`src/rtl/ps2_key_pkg.sv`:
```
// Shared scan codes, action bit positions and event width for the PS/2 key event path.
// Scan codes are 9-bit {ext, code} values from scan set 2.
package ps2_key_pkg;
   localparam int EVT_W   = 10;
   localparam int NUM_ACT = 7;

   localparam logic [8:0] KEY_W       = 9'h01D;
   localparam logic [8:0] KEY_A       = 9'h01C;
   localparam logic [8:0] KEY_S       = 9'h01B;
   localparam logic [8:0] KEY_D       = 9'h023;
   localparam logic [8:0] KEY_SPACE   = 9'h029;
   localparam logic [8:0] KEY_ENTER   = 9'h05A;
   localparam logic [8:0] KEY_ESC     = 9'h076;
   localparam logic [8:0] KEY_UP_E    = 9'h175;
   localparam logic [8:0] KEY_DOWN_E  = 9'h172;
   localparam logic [8:0] KEY_LEFT_E  = 9'h16B;
   localparam logic [8:0] KEY_RIGHT_E = 9'h174;

   localparam int ACT_UP    = 0;
   localparam int ACT_DOWN  = 1;
   localparam int ACT_LEFT  = 2;
   localparam int ACT_RIGHT = 3;
   localparam int ACT_FIRE  = 4;
   localparam int ACT_START = 5;
   localparam int ACT_ESC   = 6;

   // One-hot action mask for a pressed key; zero for unmapped codes.
   function automatic logic [NUM_ACT-1:0] act_decode(input logic [8:0] k);
      logic [NUM_ACT-1:0] m;
      m = '0;
      case (k)
         KEY_W,     KEY_UP_E:    m[ACT_UP]    = 1'b1;
         KEY_S,     KEY_DOWN_E:  m[ACT_DOWN]  = 1'b1;
         KEY_A,     KEY_LEFT_E:  m[ACT_LEFT]  = 1'b1;
         KEY_D,     KEY_RIGHT_E: m[ACT_RIGHT] = 1'b1;
         KEY_SPACE:              m[ACT_FIRE]  = 1'b1;
         KEY_ENTER:              m[ACT_START] = 1'b1;
         KEY_ESC:                m[ACT_ESC]   = 1'b1;
         default:                m            = '0;
      endcase
      return m;
   endfunction
endpackage

```
`src/rtl/ps2_evt_fifo.sv`:
```
// Synchronous FIFO, registered head, no fall-through. A push while full is
// accepted only when a pop frees a slot in the same cycle.
module ps2_evt_fifo #(
   parameter int DEPTH = 4,
   parameter int W     = 10,
   parameter int AW    = $clog2(DEPTH)
) (
   input  logic          i_clk,
   input  logic          i_rst,
   input  logic          i_push,
   input  logic [W-1:0]  i_data,
   input  logic          i_pop,
   output logic [W-1:0]  o_data,
   output logic          o_full,
   output logic          o_empty,
   output logic [AW:0]   o_count
);
   logic [W-1:0]  r_mem [DEPTH];
   logic [AW-1:0] r_wptr, r_rptr;
   logic [AW:0]   r_count;
   logic          w_wr, w_rd;

   assign o_full  = (r_count == (AW+1)'(DEPTH));
   assign o_empty = (r_count == '0);
   assign w_rd    = i_pop & ~o_empty;
   assign w_wr    = i_push & (~o_full | w_rd);

   always_ff @(posedge i_clk) begin
      if (w_wr) r_mem[r_wptr] <= i_data;
   end

   always_ff @(posedge i_clk) begin
      if (i_rst) begin
         r_wptr  <= '0;
         r_rptr  <= '0;
         r_count <= '0;
      end else begin
         if (w_wr) r_wptr <= r_wptr + 1'b1;
         if (w_rd) r_rptr <= r_rptr + 1'b1;
         case ({w_wr, w_rd})
            2'b10:   r_count <= r_count + 1'b1;
            2'b01:   r_count <= r_count - 1'b1;
            default: r_count <= r_count;
         endcase
      end
   end

   assign o_data  = r_mem[r_rptr];
   assign o_count = r_count;
endmodule

```
`src/rtl/ps2_key_events.sv`:
```
// Converts PS/2 receiver level output into queued press/release events and
// tracks a held-state bitmap of mapped game actions.
module ps2_key_events
   import ps2_key_pkg::*;
#(
   parameter int FIFO_DEPTH = 4,
   parameter int AW         = $clog2(FIFO_DEPTH)
) (
   input  logic              i_clk,
   input  logic              i_rst,
   input  logic [8:0]        i_key_data,
   output logic              o_evt_valid,
   input  logic              i_evt_ready,
   output logic [EVT_W-1:0]  o_evt_data,
   output logic [NUM_ACT-1:0] o_actions,
   output logic              o_overflow,
   output logic [AW:0]       o_evt_count
);
   logic [8:0]         r_cur, r_prev;
   logic [NUM_ACT-1:0] r_actions;
   logic               r_overflow;
   logic               w_push, w_pop, w_full, w_empty, w_release;
   logic [EVT_W-1:0]   w_evt;

   assign w_push    = (r_cur != r_prev);
   assign w_release = (r_cur == '0);
   // A break carries no key identity, so the release event names the last held code.
   assign w_evt     = w_release ? {1'b1, r_prev} : {1'b0, r_cur};
   assign w_pop     = o_evt_valid & i_evt_ready;

   always_ff @(posedge i_clk) begin
      if (i_rst) begin
         r_cur      <= '0;
         r_prev     <= '0;
         r_actions  <= '0;
         r_overflow <= 1'b0;
      end else begin
         r_cur  <= i_key_data;
         r_prev <= r_cur;
         if (w_push) begin
            if (w_release) r_actions <= '0;
            else           r_actions <= r_actions | act_decode(r_cur);
         end
         if (w_push & w_full & ~w_pop) r_overflow <= 1'b1;
      end
   end

   ps2_evt_fifo #(
      .DEPTH (FIFO_DEPTH),
      .W     (EVT_W),
      .AW    (AW)
   ) u_fifo (
      .i_clk   (i_clk),
      .i_rst   (i_rst),
      .i_push  (w_push),
      .i_data  (w_evt),
      .i_pop   (w_pop),
      .o_data  (o_evt_data),
      .o_full  (w_full),
      .o_empty (w_empty),
      .o_count (o_evt_count)
   );

   assign o_evt_valid = ~w_empty;
   assign o_actions   = r_actions;
   assign o_overflow  = r_overflow;
endmodule

```
`config.mk`:
```
export PLATFORM = sky130hd
export DESIGN_NAME = ps2_key_events
export DESIGN_NICKNAME = d
export VERILOG_FILES = /design/src/rtl/ps2_key_pkg.sv /design/src/rtl/ps2_evt_fifo.sv /design/src/rtl/ps2_key_events.sv
export SDC_FILE = /design/constraint.sdc
export NUM_CORES = 1
export LEC_CHECK = 0
export BUFFER_PORTS_ARGS = -buffer_cell sky130_fd_sc_hd__buf_2
export CORE_UTILIZATION = 60
export DETAILED_ROUTE_END_ITERATION = 6
export GPL_ROUTABILITY_DRIVEN = 0
export PLACE_DENSITY = 0.85
export SYNTH_ARGS = -nofsm -noshare
export SYNTH_HDL_FRONTEND = slang
export SYNTH_HIERARCHICAL = 1
export SYNTH_SLANG_ARGS = --single-unit
```
`constraint.sdc`:
```
create_clock -name i_clk -period 4.61 [get_ports i_clk]
set_clock_uncertainty 0.1 [all_clocks]
set_input_delay 0 -clock i_clk [delete_from_list [all_inputs] [get_ports i_clk]]
set_output_delay 0 -clock i_clk [all_outputs]
set_load 0.03 [all_outputs]
```
==> impl_metrics.csv, run 1 <==
group,metric,value,unit
outcome,run_status,"completed",
setup_path,timing_worst_setup_path_type,"reg2reg",
clock_tree,post_cts_buffers,0,
yosys,synth_simple_gate_area_frac,0.163,
final_layout,post_route_cell_area,0.00379,sq mm
final_layout,drive_above_1_share,0.305,
sta,worstMarginPinSlew,0.667,ns
yosys,synth_mux_area_frac,0.0750,
yosys,synth_area,0.00334,sq mm
yosys,largest_family_of_logic_cells_by_synthesized_area,"simple AND/OR/NAND/NOR gates",
setup_path,worstPathMaxFanout,9,
setup_path,worstRegToRegCells,11,
route,dr_pass1_iterations,4,
placement,preCtsSetupSlack,1.45,ns
sta,finalCriticalPeriod,3.19,ns
die,core_region_area,0.00524,sq mm
sta,hold_viol_final,0,
die,initial_core_util,0.637,
final_layout,nFillCells,342,
clock_tree,clk_transition_reported_paths,0.08,ns
grt,gr-total-overflow,0,
route,dr.first_iter.drc_count,124,
clock_tree,clock_tree.htree_level_count,3,
setup_path,arrival,3.36,ns
clock_tree,hold_buffers,9,
setup_path,setup.worst_path.start_class,"flop",
sta,final.period_utilization,0.691,
yosys,syn-mean-instance-area,13.8,sq um
placement,place_hpwl,4020,um
clock_tree,cts_root_buf,"sky130_fd_sc_hd__clkbuf_8",
route,drt-vias-per-instance,5.51,
clock_tree,insertion_delay,0.35,ns
clock_tree,cts_made_buffers,9,
yosys,sequential_share_of_the_synthesized_area,0.570,
clock_tree,cts_num_sinks,75,
yosys,post_synth_num_cell_types,55,
yosys,synth_xor_xnor_area_share,0.0574,
pwr,max-vdd-ir-drop,0.276,mV
setup_path,end_kind,"flop",
sta,fmax,314,MHz
sta,timing.slew.headroom,0.555,
yosys,synth-warning-count,6,
route,route.antenna.remaining_nets,0,
placement,dp.cells,330,
setup_path,ff_to_ff_end,"u_fifo/o_count[2]",
die,die_w,76.6,um
sta,layout_setup_ws,1.42,ns
setup_path,regToRegStartpoint,"r_cur[8]",
die,design.portCount,34,
setup_path,endpoint,"u_fifo/o_count[2]",
sta,unrepaired_setup_endpoints_after_global_routing,"no",
sta,report.final.slew_viol_count,0,
setup_path,reg2reg_setup_slack,1.42,ns
yosys,ys_dominant_reg_cell,"sky130_fd_sc_hd__edfxtp_1",
sta,setup-violations-final,0,
clock_tree,tritoncts,"done",
worst_hold_path,timing.hold.worst.class,"in2reg",
route,route.vias.total,1956,
die,std_cell_rows,26,
placement,post_dp_cell_area,0.00348,sq mm
final_layout,ant_diodes,0,
final_layout,layout-area-overhead-vs-synth,13.6,%
yosys,synth_enable_flop_cells,40,
setup_path,critical_path_required,4.78,ns
die,floorplan.die_area,0.00586,sq mm
yosys,netlist_instances,241,
run,timing.max_cap.violations,0,
route,route.detailed.wl_per_inst,16.5,um
sta,setup_tns,0,ns
die,die_height,76.6,um
clock_tree,postCtsResizedCells,0,
route,detail_route.drc_violations,0,
pwr,design_power_total,1930,uW
route,detail_route.wirelength,5840,um
yosys,ys_ff_latch,75,
grt,grt_total_usage,0.221,
grt,vias_in_the_first_global_route,1966,
clock_tree,clock_path_buffers,2,
placement,port_buffers,33,
grt,grt_max_degree,32,
pwr,leakagePower,0.00145,uW
final_layout,final_cell_count_no_fill,355,
setup_path,crit_path_start,"r_cur[8]",
yosys,synth-compound-area-share,0.0630,
final_layout,finalNetCount,298,
yosys,synthesis.nets,259,
grt,first_pass_grt_wire_length,9590,um
pwr,powerDensity,508,mW/mm^2
grt,initial_antenna_violation_count,0,
yosys,synth_adder_area_share,0.0247,
yosys,ys_async_sr_fraction,0,
[routing by layer]
layer	vias to the layer above	wire (um)	global-route usage
li1	954	-	-
met1	946	2560	0.275
met2	47	2990	0.368
met3	9	186	0.0479
met4	0	102	0.104
met5	-	0	0
[report_power, final]
| group | total (uW) | switching [uW] | leakage (uW) | internal (uW) |
|---|---|---|---|---|
| logic | 485 | 294 | 0.000671 | 190 |
| clock network | 543 | 237 | 0.000105 | 306 |
| registers | 897 | 77.2 | 0.000672 | 820 |
[registers in the layout (all words and copies together) (netlist names), named ones only]
signal,flops
o_overflow,1
r_cur,9
u_fifo/o_count,3
u_fifo/r_wptr,2
u_fifo/r_mem,40
u_fifo/r_rptr,2
r_prev,9
o_actions,7
[cells in the mapped netlist (all sizes together), types with 3 or more instances]
cell | instances | area share
clkbuf | 4 | 0.0045
inv | 14 | 0.016
edfxtp | 40 | 0.36
nor3 | 9 | 0.021
nand2 | 7 | 0.0086
nor2 | 17 | 0.019
a21oi | 4 | 0.0060
and2 | 5 | 0.011
mux4 | 10 | 0.067
nand4b | 3 | 0.0079
xnor2 | 9 | 0.049
a21o | 7 | 0.016
a221oi | 3 | 0.012
nor3b | 3 | 0.0082
or3 | 3 | 0.0075
ha | 5 | 0.019
xor2 | 3 | 0.0079
dfxtp | 35 | 0.21
nor2b | 18 | 0.034
buf | 10 | 0.027
nor4 | 9 | 0.021
[layout by cell type, fill, tap and decap left out, types with 4 or more instances in the layout]
| cell type | netlist | routed |
|---|---|---|
| sky130_fd_sc_hd__clkbuf_8 | 0 | 9 |
| sky130_fd_sc_hd__dfxtp_1 | 35 | 35 |
| sky130_fd_sc_hd__dlygate4sd3_1 | 0 | 9 |
| sky130_fd_sc_hd__nor2b_1 | 18 | 18 |
| sky130_fd_sc_hd__xnor2_2 | 4 | 4 |
| sky130_fd_sc_hd__nand2_1 | 6 | 6 |
| sky130_fd_sc_hd__nor2_1 | 17 | 17 |
| sky130_fd_sc_hd__nor3_2 | 5 | 5 |
| sky130_fd_sc_hd__mux4_2 | 10 | 10 |
| sky130_fd_sc_hd__buf_2 | 3 | 33 |
| sky130_fd_sc_hd__a21oi_1 | 4 | 4 |
| sky130_fd_sc_hd__nor3_1 | 4 | 4 |
| sky130_fd_sc_hd__a21o_1 | 6 | 6 |
| sky130_fd_sc_hd__nor4_1 | 8 | 8 |
| sky130_fd_sc_hd__ha_1 | 5 | 5 |
| sky130_fd_sc_hd__and2_2 | 4 | 4 |
| sky130_fd_sc_hd__edfxtp_1 | 40 | 40 |
| sky130_fd_sc_hd__inv_1 | 14 | 14 |
[kinds of logic after synthesis]
| family | Yosys count |
|---|---|
| xor gates and xnor gates | 12 |
| and+or+nand+nor | 83 |
| muxes | 12 |
| AOI/OAI and AO/OA | 25 |
| adders and majority gates | 6 |
| DFF | 75 |
| buffers and inverters | 28 |
[cell type report]
class / instances / area, sq um / share of cell area
Timing Repair Buffer: 42 / 255 / 0.0673
Inverter: 14 / 52.6 / 0.0139
Clock inverter: 6 / 88.8 / 0.0234
Clock buffer: 10 / 128 / 0.0337
Multi-Input combinational cell: 138 / 1280 / 0.337
Tap cell: 70 / 87.6 / 0.0231
Sequential cell: 75 / 1900 / 0.502
[metrics by stage]
stage	util	hold slack, ns
global route	0.724	0.0500
detailed placement	0.665	0.116
CTS	0.724	0.00268
floorplan	-	0.0282
finish	0.724	0.0152
global placement	0.665	0.110
[worst max-delay path, stage by stage (launching register included)]
cell	delay [ns]
sky130_fd_sc_hd__dfxtp_1	0.61
sky130_fd_sc_hd__xnor2_4	0.17
sky130_fd_sc_hd__nand3_2	0.19
sky130_fd_sc_hd__or3_4	0.42
sky130_fd_sc_hd__a21boi_2	0.21
sky130_fd_sc_hd__inv_1	0.08
sky130_fd_sc_hd__ha_1	0.18
sky130_fd_sc_hd__inv_1	0.06
sky130_fd_sc_hd__fa_1	0.37
sky130_fd_sc_hd__xor2_1	0.16
sky130_fd_sc_hd__or3_2	0.40
sky130_fd_sc_hd__a21oi_1	0.17
[worst min-delay path by stage]
stage | startpoint | to | depth (start not counted)
after floorplan | i_key_data[0] | r_cur[0] | 1
after global placement | i_key_data[1] | r_cur[1] | 2
after detailed placement | i_key_data[3] | r_cur[3] | 2
after CTS | i_rst | r_prev[1] | 2
after global routing | i_rst | r_prev[1] | 2
final | i_rst | r_prev[1] | 2
Power figures use the tool's default switching activity.
==> run 2: changes to the inputs <==
--- a/config.mk
+++ b/config.mk
@@ -6,10 +6,10 @@
 export NUM_CORES = 1
 export LEC_CHECK = 0
 export BUFFER_PORTS_ARGS = -buffer_cell sky130_fd_sc_hd__buf_2
-export CORE_UTILIZATION = 60
+export CORE_UTILIZATION = 52
 export DETAILED_ROUTE_END_ITERATION = 6
 export GPL_ROUTABILITY_DRIVEN = 0
-export PLACE_DENSITY = 0.85
+export PLACE_DENSITY = 0.78
 export SYNTH_ARGS = -nofsm -noshare
 export SYNTH_HDL_FRONTEND = slang
 export SYNTH_HIERARCHICAL = 1
==> constraint.sdc (replaced) <==
create_clock -name i_clk -period 2.7 [get_ports i_clk]
set_clock_uncertainty 0.1 [all_clocks]
set_input_delay 0 -clock i_clk [delete_from_list [all_inputs] [get_ports i_clk]]
set_output_delay 0 -clock i_clk [all_outputs]
set_load 0.03 [all_outputs]
==> run 2 against run 1 <==
Compared with the run above: utilization is 7.5 points lower; power grew 64%; sequential share of layout area shrank 1.5 points; final cell count grew 5.4%; register-to-register slack got worse by 1.3 ns; fmax increased by 23%; design area increased by 3.7%; combinational power is 84% higher; global-route usage down 2.2 points; non-clock buffer count increased by 14; flip-flop and latch count is the same; die area rose by 15%.
==> impl_metrics.csv, run 2 (synthesis results as in run 1) <==
group,metric,value,unit
outcome,run_status,"completed",
sta,worstMarginPinSlew,0.661,ns
route,detail_route.drc_violations,0,
die,core_region_area,0.00606,sq mm
sta,timing.slew.headroom,0.559,
route,detail_route.wirelength,5790,um
placement,port_buffers,33,
sta,fmax,385,MHz
final_layout,final_common_cell,"sky130_fd_sc_hd__edfxtp_1",
clock_tree,insertion_delay,0.35,ns
placement,place_hpwl,4070,um
route,drt-vias-per-instance,5.37,
clock_tree,clk_transition_reported_paths,0.08,ns
setup_path,reg2reg_setup_slack,0.10,ns
pwr,max-vdd-ir-drop,0.499,mV
final_layout,layout-area-overhead-vs-synth,17.8,%
setup_path,end_kind,"flop",
clock_tree,tritoncts,"done",
clock_tree,cts_made_buffers,9,
setup_path,arrival,2.77,ns
route,route.antenna.remaining_nets,0,
sta,finalCriticalPeriod,2.60,ns
die,floorplan.die_area,0.00674,sq mm
pwr,leakagePower,0.00152,uW
route,dr.first_iter.drc_count,133,
final_layout,layout.cells.most_common_list,"40 x sky130_fd_sc_hd__edfxtp_1, 33 x sky130_fd_sc_hd__buf_2, 27 x sky130_fd_sc_hd__dfxtp_1",
route,route.detailed.wl_per_inst,15.5,um
setup_path,setup.worst_path.start_class,"flop",
die,design.portCount,34,
die,die_height,82.1,um
die,initial_core_util,0.551,
route,route.vias.total,2007,
clock_tree,clock_path_buffers,2,
setup_path,worstRegToRegCells,11,
run,timing.max_cap.violations,0,
clock_tree,cts_root_buf,"sky130_fd_sc_hd__clkbuf_8",
grt,gr-total-overflow,0,
final_layout,reg_top3,"u_fifo/r_mem (40), r_cur (9), r_prev (9)",
grt,grt_max_degree,32,
final_layout,registers.top_by_ff_count,"u_fifo/r_mem",
grt,first_pass_grt_wire_length,9510,um
die,std_cell_rows,28,
die,die_w,82.1,um
final_layout,ant_diodes,0,
sta,hold_viol_final,0,
grt,initial_antenna_violation_count,0,
sta,final.period_utilization,0.962,
clock_tree,clock_tree.htree_level_count,3,
clock_tree,post_cts_buffers,0,
final_layout,finalNetCount,312,
sta,layout_setup_ws,0.102,ns
final_layout,drive_above_1_share,0.381,
sta,setup-violations-final,0,
pwr,design_power_total,3150,uW
sta,report.final.slew_viol_count,0,
worst_hold_path,whs_path_depth,2,
placement,preCtsSetupSlack,0.00750,ns
pwr,powerDensity,803,mW/mm^2
grt,grt_total_usage,0.199,
worst_hold_path,timing.hold.worst.class,"in2reg",
grt,vias_in_the_first_global_route,1936,
final_layout,largest_register_ff_count,40,
setup_path,worstPathMaxFanout,2,
route,dr_pass1_iterations,4,
setup_path,timing_worst_setup_path_type,"reg2reg",
setup_path,critical_path_required,2.88,ns
clock_tree,cts_num_sinks,75,
-- run 2: cell types whose count changed in the layout (fill, tap and decap cells not counted), moves of 2 or more --
| cell | delta |
|---|---|
| sky130_fd_sc_hd__bufinv_16 | -2 |
| sky130_fd_sc_hd__dfxtp_2 | +8 |
| sky130_fd_sc_hd__xnor2_4 | +2 |
| sky130_fd_sc_hd__buf_4 | +14 |
| sky130_fd_sc_hd__xnor2_1 | -2 |
| sky130_fd_sc_hd__dfxtp_1 | -8 |
-- run 2: layer usage --
metal,track usage,vias up,share of wire
met1,0.256,973,0.45
met5,0,-,0
met4,0.0982,0,0.017
li1,-,979,-
met2,0.315,46,0.49
met3,0.0462,9,0.035
-- run 2: where the power goes --
part	internal (uW)	switching, uW
clock network	333	417
registers	1400	110
logic	366	528
total	2100	1050
-- run 2: path summary, 6_finish.rpt --
path,to,start
hold / removal,r_prev[4],i_rst
hold reg to reg,o_actions[1],o_actions[1]
setup reg to reg,u_fifo/o_count[2],r_cur[2]
setup / recovery,u_fifo/o_count[2],r_cur[2]
-- run 2: worst max-delay path: stages (launching register included) --
cell and delay, ns:
sky130_fd_sc_hd__dfxtp_1 0.43, sky130_fd_sc_hd__xnor2_4 0.15, sky130_fd_sc_hd__nand3_4 0.08, sky130_fd_sc_hd__or3_4 0.37, sky130_fd_sc_hd__a21boi_4 0.15, sky130_fd_sc_hd__inv_1 0.06
sky130_fd_sc_hd__ha_2 0.17, sky130_fd_sc_hd__inv_1 0.05, sky130_fd_sc_hd__fa_2 0.33, sky130_fd_sc_hd__xor2_1 0.16, sky130_fd_sc_hd__or3_4 0.34, sky130_fd_sc_hd__a21oi_2 0.14
-- run 2: metrics by stage --
stage	TNS [ns]	util	area [sq um]	std cells	hold WS (ns)
floorplan	0	-	3390	241	0.0282
global placement	0	0.603	3650	349	0.113
detailed placement	0	0.603	3650	349	0.116
CTS	0	0.646	3920	374	0.000995
global route	-0.0262	0.648	3930	374	0.0520
finish	0	0.648	3930	374	0.00918
-- run 2: repair_timing --
action | in CTS | in global routing
endpoints found under the setup margin | 1 | 1
pin swaps | 0 | 2
hold buffers | 9 | 0
resized for setup | 3 | 7
endpoints found under the hold margin | 9 | 0
-- run 2: area by class of cell --
type | count | area (sq um)
clock buffers | 10 | 128
clock inverters | 6 | 41.3
fillers | 443 | 2130
inverters | 14 | 52.6
multi-input cells | 138 | 1340
flip-flops and latches | 75 | 1910
well taps | 75 | 93.8
repair buffers | 56 | 360
==> run 3: changes to the inputs <==
--- a/config.mk
+++ b/config.mk
@@ -9,8 +9,9 @@
 export CORE_UTILIZATION = 52
 export DETAILED_ROUTE_END_ITERATION = 6
 export GPL_ROUTABILITY_DRIVEN = 0
-export PLACE_DENSITY = 0.78
+export PLACE_DENSITY = 0.81
 export SYNTH_ARGS = -nofsm -noshare
 export SYNTH_HDL_FRONTEND = slang
 export SYNTH_HIERARCHICAL = 1
 export SYNTH_SLANG_ARGS = --single-unit
+export TNS_END_PERCENT = 1
==> run 3 against run 2 <==
Compared with the run above: via count up 1.3%; sequential power about the same; sequential share of layout area down 1.1 points; die area unchanged; power up 11%; combinational power up 2%; clock power up 44%; worst setup slack worse by 0.019 ns; fmax down 0.72%; critical path type unchanged.
==> impl_metrics.csv, run 3 (synthesis results as in run 1) <==
group,metric,value,unit
pwr,design_power_total,3500,uW
setup_path,setup.worst_path.start_class,"flop",
placement,dp.cells,349,
clock_tree,post_cts_buffers,0,
final_layout,footprint_of_the_flip_flops_and_latches,0.00192,sq mm
final_layout,reg_top3,"u_fifo/r_mem (40), r_cur (9), r_prev (9)",
route,route.detailed.wl_per_inst,16.0,um
route,dr_pass1_iterations,4,
final_layout,nFillCells,434,
sta,setup_tns,0,ns
clock_tree,clk_transition_reported_paths,0.08,ns
final_layout,registers.top_by_ff_count,"u_fifo/r_mem",
grt,grt_most_used_layer,"met2",
clock_tree,tritoncts,"done",
final_layout,drive_above_1_share,0.407,
die,floorplan.die_area,0.00674,sq mm
grt,vias_in_the_first_global_route,1972,
final_layout,ant_diodes,0,
final_layout,final_cell_count_no_fill,375,
final_layout,largest_register_ff_count,40,
setup_path,timing_worst_setup_path_type,"reg2reg",
sta,report.final.slew_viol_count,0,
grt,grt.met1_usage,0.246,
die,design.portCount,34,
run,timing.max_cap.violations,0,
route,detail_route.drc_violations,0,
sta,hold_viol_final,0,
clock_tree,cts_made_buffers,9,
grt,global_route.usage.met3,0.0659,
die,die_height,82.1,um
clock_tree,cts_num_sinks,75,
placement,port_buffers,33,
clock_tree,cts_root_buf,"sky130_fd_sc_hd__clkbuf_8",
route,detail_route.wirelength,6020,um
sta,unrepaired_setup_endpoints_after_global_routing,"no",
grt,grt_total_usage,0.203,
worst_hold_path,timing.hold.worst.class,"in2reg",
clock_tree,clock_path_buffers,2,
die,die_w,82.1,um
route,dr.first_iter.drc_count,110,
die,initial_core_util,0.551,
sta,setup-violations-final,0,
grt,use_met2,0.340,
placement,place_hpwl,4080,um
placement,post_dp_cell_area,0.00365,sq mm
sta,final.period_utilization,0.969,
pwr,powerDensity,867,mW/mm^2
final_layout,post_route_cell_area,0.00404,sq mm
sta,timing.slew.headroom,0.551,
die,core_region_area,0.00606,sq mm
route,route.antenna.remaining_nets,0,
die,std_cell_rows,28,
route,route.vias.total,2033,
route,drt-vias-per-instance,5.42,
final_layout,final_common_cell,"sky130_fd_sc_hd__edfxtp_1",
setup_path,critical_path_required,2.88,ns
final_layout,layout.cells.most_common_list,"40 x sky130_fd_sc_hd__edfxtp_1, 33 x sky130_fd_sc_hd__buf_2, 21 x sky130_fd_sc_hd__dfxtp_1",
pwr,max-vdd-ir-drop,0.618,mV
grt,initial_antenna_violation_count,0,
final_layout,finalNetCount,313,
grt,first_pass_grt_wire_length,9580,um
setup_path,arrival,2.80,ns
setup_path,end_kind,"flop",
sta,fmax,382,MHz
clock_tree,insertion_delay,0.35,ns
setup_path,worstPathMaxFanout,2,
outcome,run_status,"completed",
final_layout,layout-area-overhead-vs-synth,21.1,%
final_layout,multi_input_comb_area,0.00135,sq mm
grt,gr-total-overflow,0,
pwr,leakagePower,0.00157,uW
sta,finalCriticalPeriod,2.62,ns
grt,grt_max_degree,32,
sta,worstMarginPinSlew,0.672,ns
clock_tree,clock_tree.htree_level_count,3,
[run 3: cell type report]
type	count	share of cell area
Sequential cell	75	0.475
Tap cell	75	0.0232
Clock inverter	5	0.0266
Multi-Input combinational cell	138	0.333
Timing Repair Buffer	57	0.0917
Inverter	14	0.0130
Clock buffer	11	0.0375
[run 3: path summary, 6_finish.rpt]
check	end	startpoint	slack, ns	depth (start not counted)
hold / removal	flop	i_evt_ready	0.10	5
setup reg to reg	u_fifo/o_count[2]	r_prev[4]	0.08	11
setup / recovery	u_fifo/o_count[2]	r_prev[4]	0.08	11
hold reg to reg	o_actions[0]	o_actions[0]	0.38	2
[run 3: critical path: stages, from the launching register on]
cell	delay (ns)
sky130_fd_sc_hd__dfxtp_2	0.35
sky130_fd_sc_hd__xnor2_4	0.20
sky130_fd_sc_hd__nand3_4	0.09
sky130_fd_sc_hd__or3_4	0.37
sky130_fd_sc_hd__a21boi_4	0.15
sky130_fd_sc_hd__inv_2	0.07
sky130_fd_sc_hd__ha_4	0.13
sky130_fd_sc_hd__inv_1	0.05
sky130_fd_sc_hd__fa_2	0.33
sky130_fd_sc_hd__xor2_1	0.16
sky130_fd_sc_hd__or3_2	0.41
sky130_fd_sc_hd__a21oi_1	0.14
[run 3: per-stage QoR]
step            util  hold WS (ns)  setup slack, ns
3_3_place_gp   0.603         0.113           0.0827
4_1_cts        0.662        0.0736          0.00252
6_report       0.667         0.103           0.0829
2_1_floorplan      -        0.0282           0.0146
5_1_grt        0.667         0.117          0.00628
3_5_place_dp   0.603         0.119           0.0151
[run 3: report_power, final]
part / leakage [uW] / internal [uW] / switching [uW]
Clock: 0.000130 / 669 / 413
Combinational: 0.000761 / 371 / 539
Sequential: 0.000676 / 1400 / 110
Total: 0.00157 / 2440 / 1060
[run 3: layer usage]
layer  share of wire  up-vias
li1                -      986
met1            0.44      983
met2            0.50       52
met3           0.037       12
met4           0.018        0
met5               0        -
[run 3: what timing repair did]
| action | in CTS | in global routing |
|---|---|---|
| endpoints found under the hold margin | 12 | 0 |
| pin swaps | 0 | 3 |
| setup endpoints to repair | 1 | 1 |
| gates resized for setup | 1 | 15 |
| hold buffers | 10 | 0 |
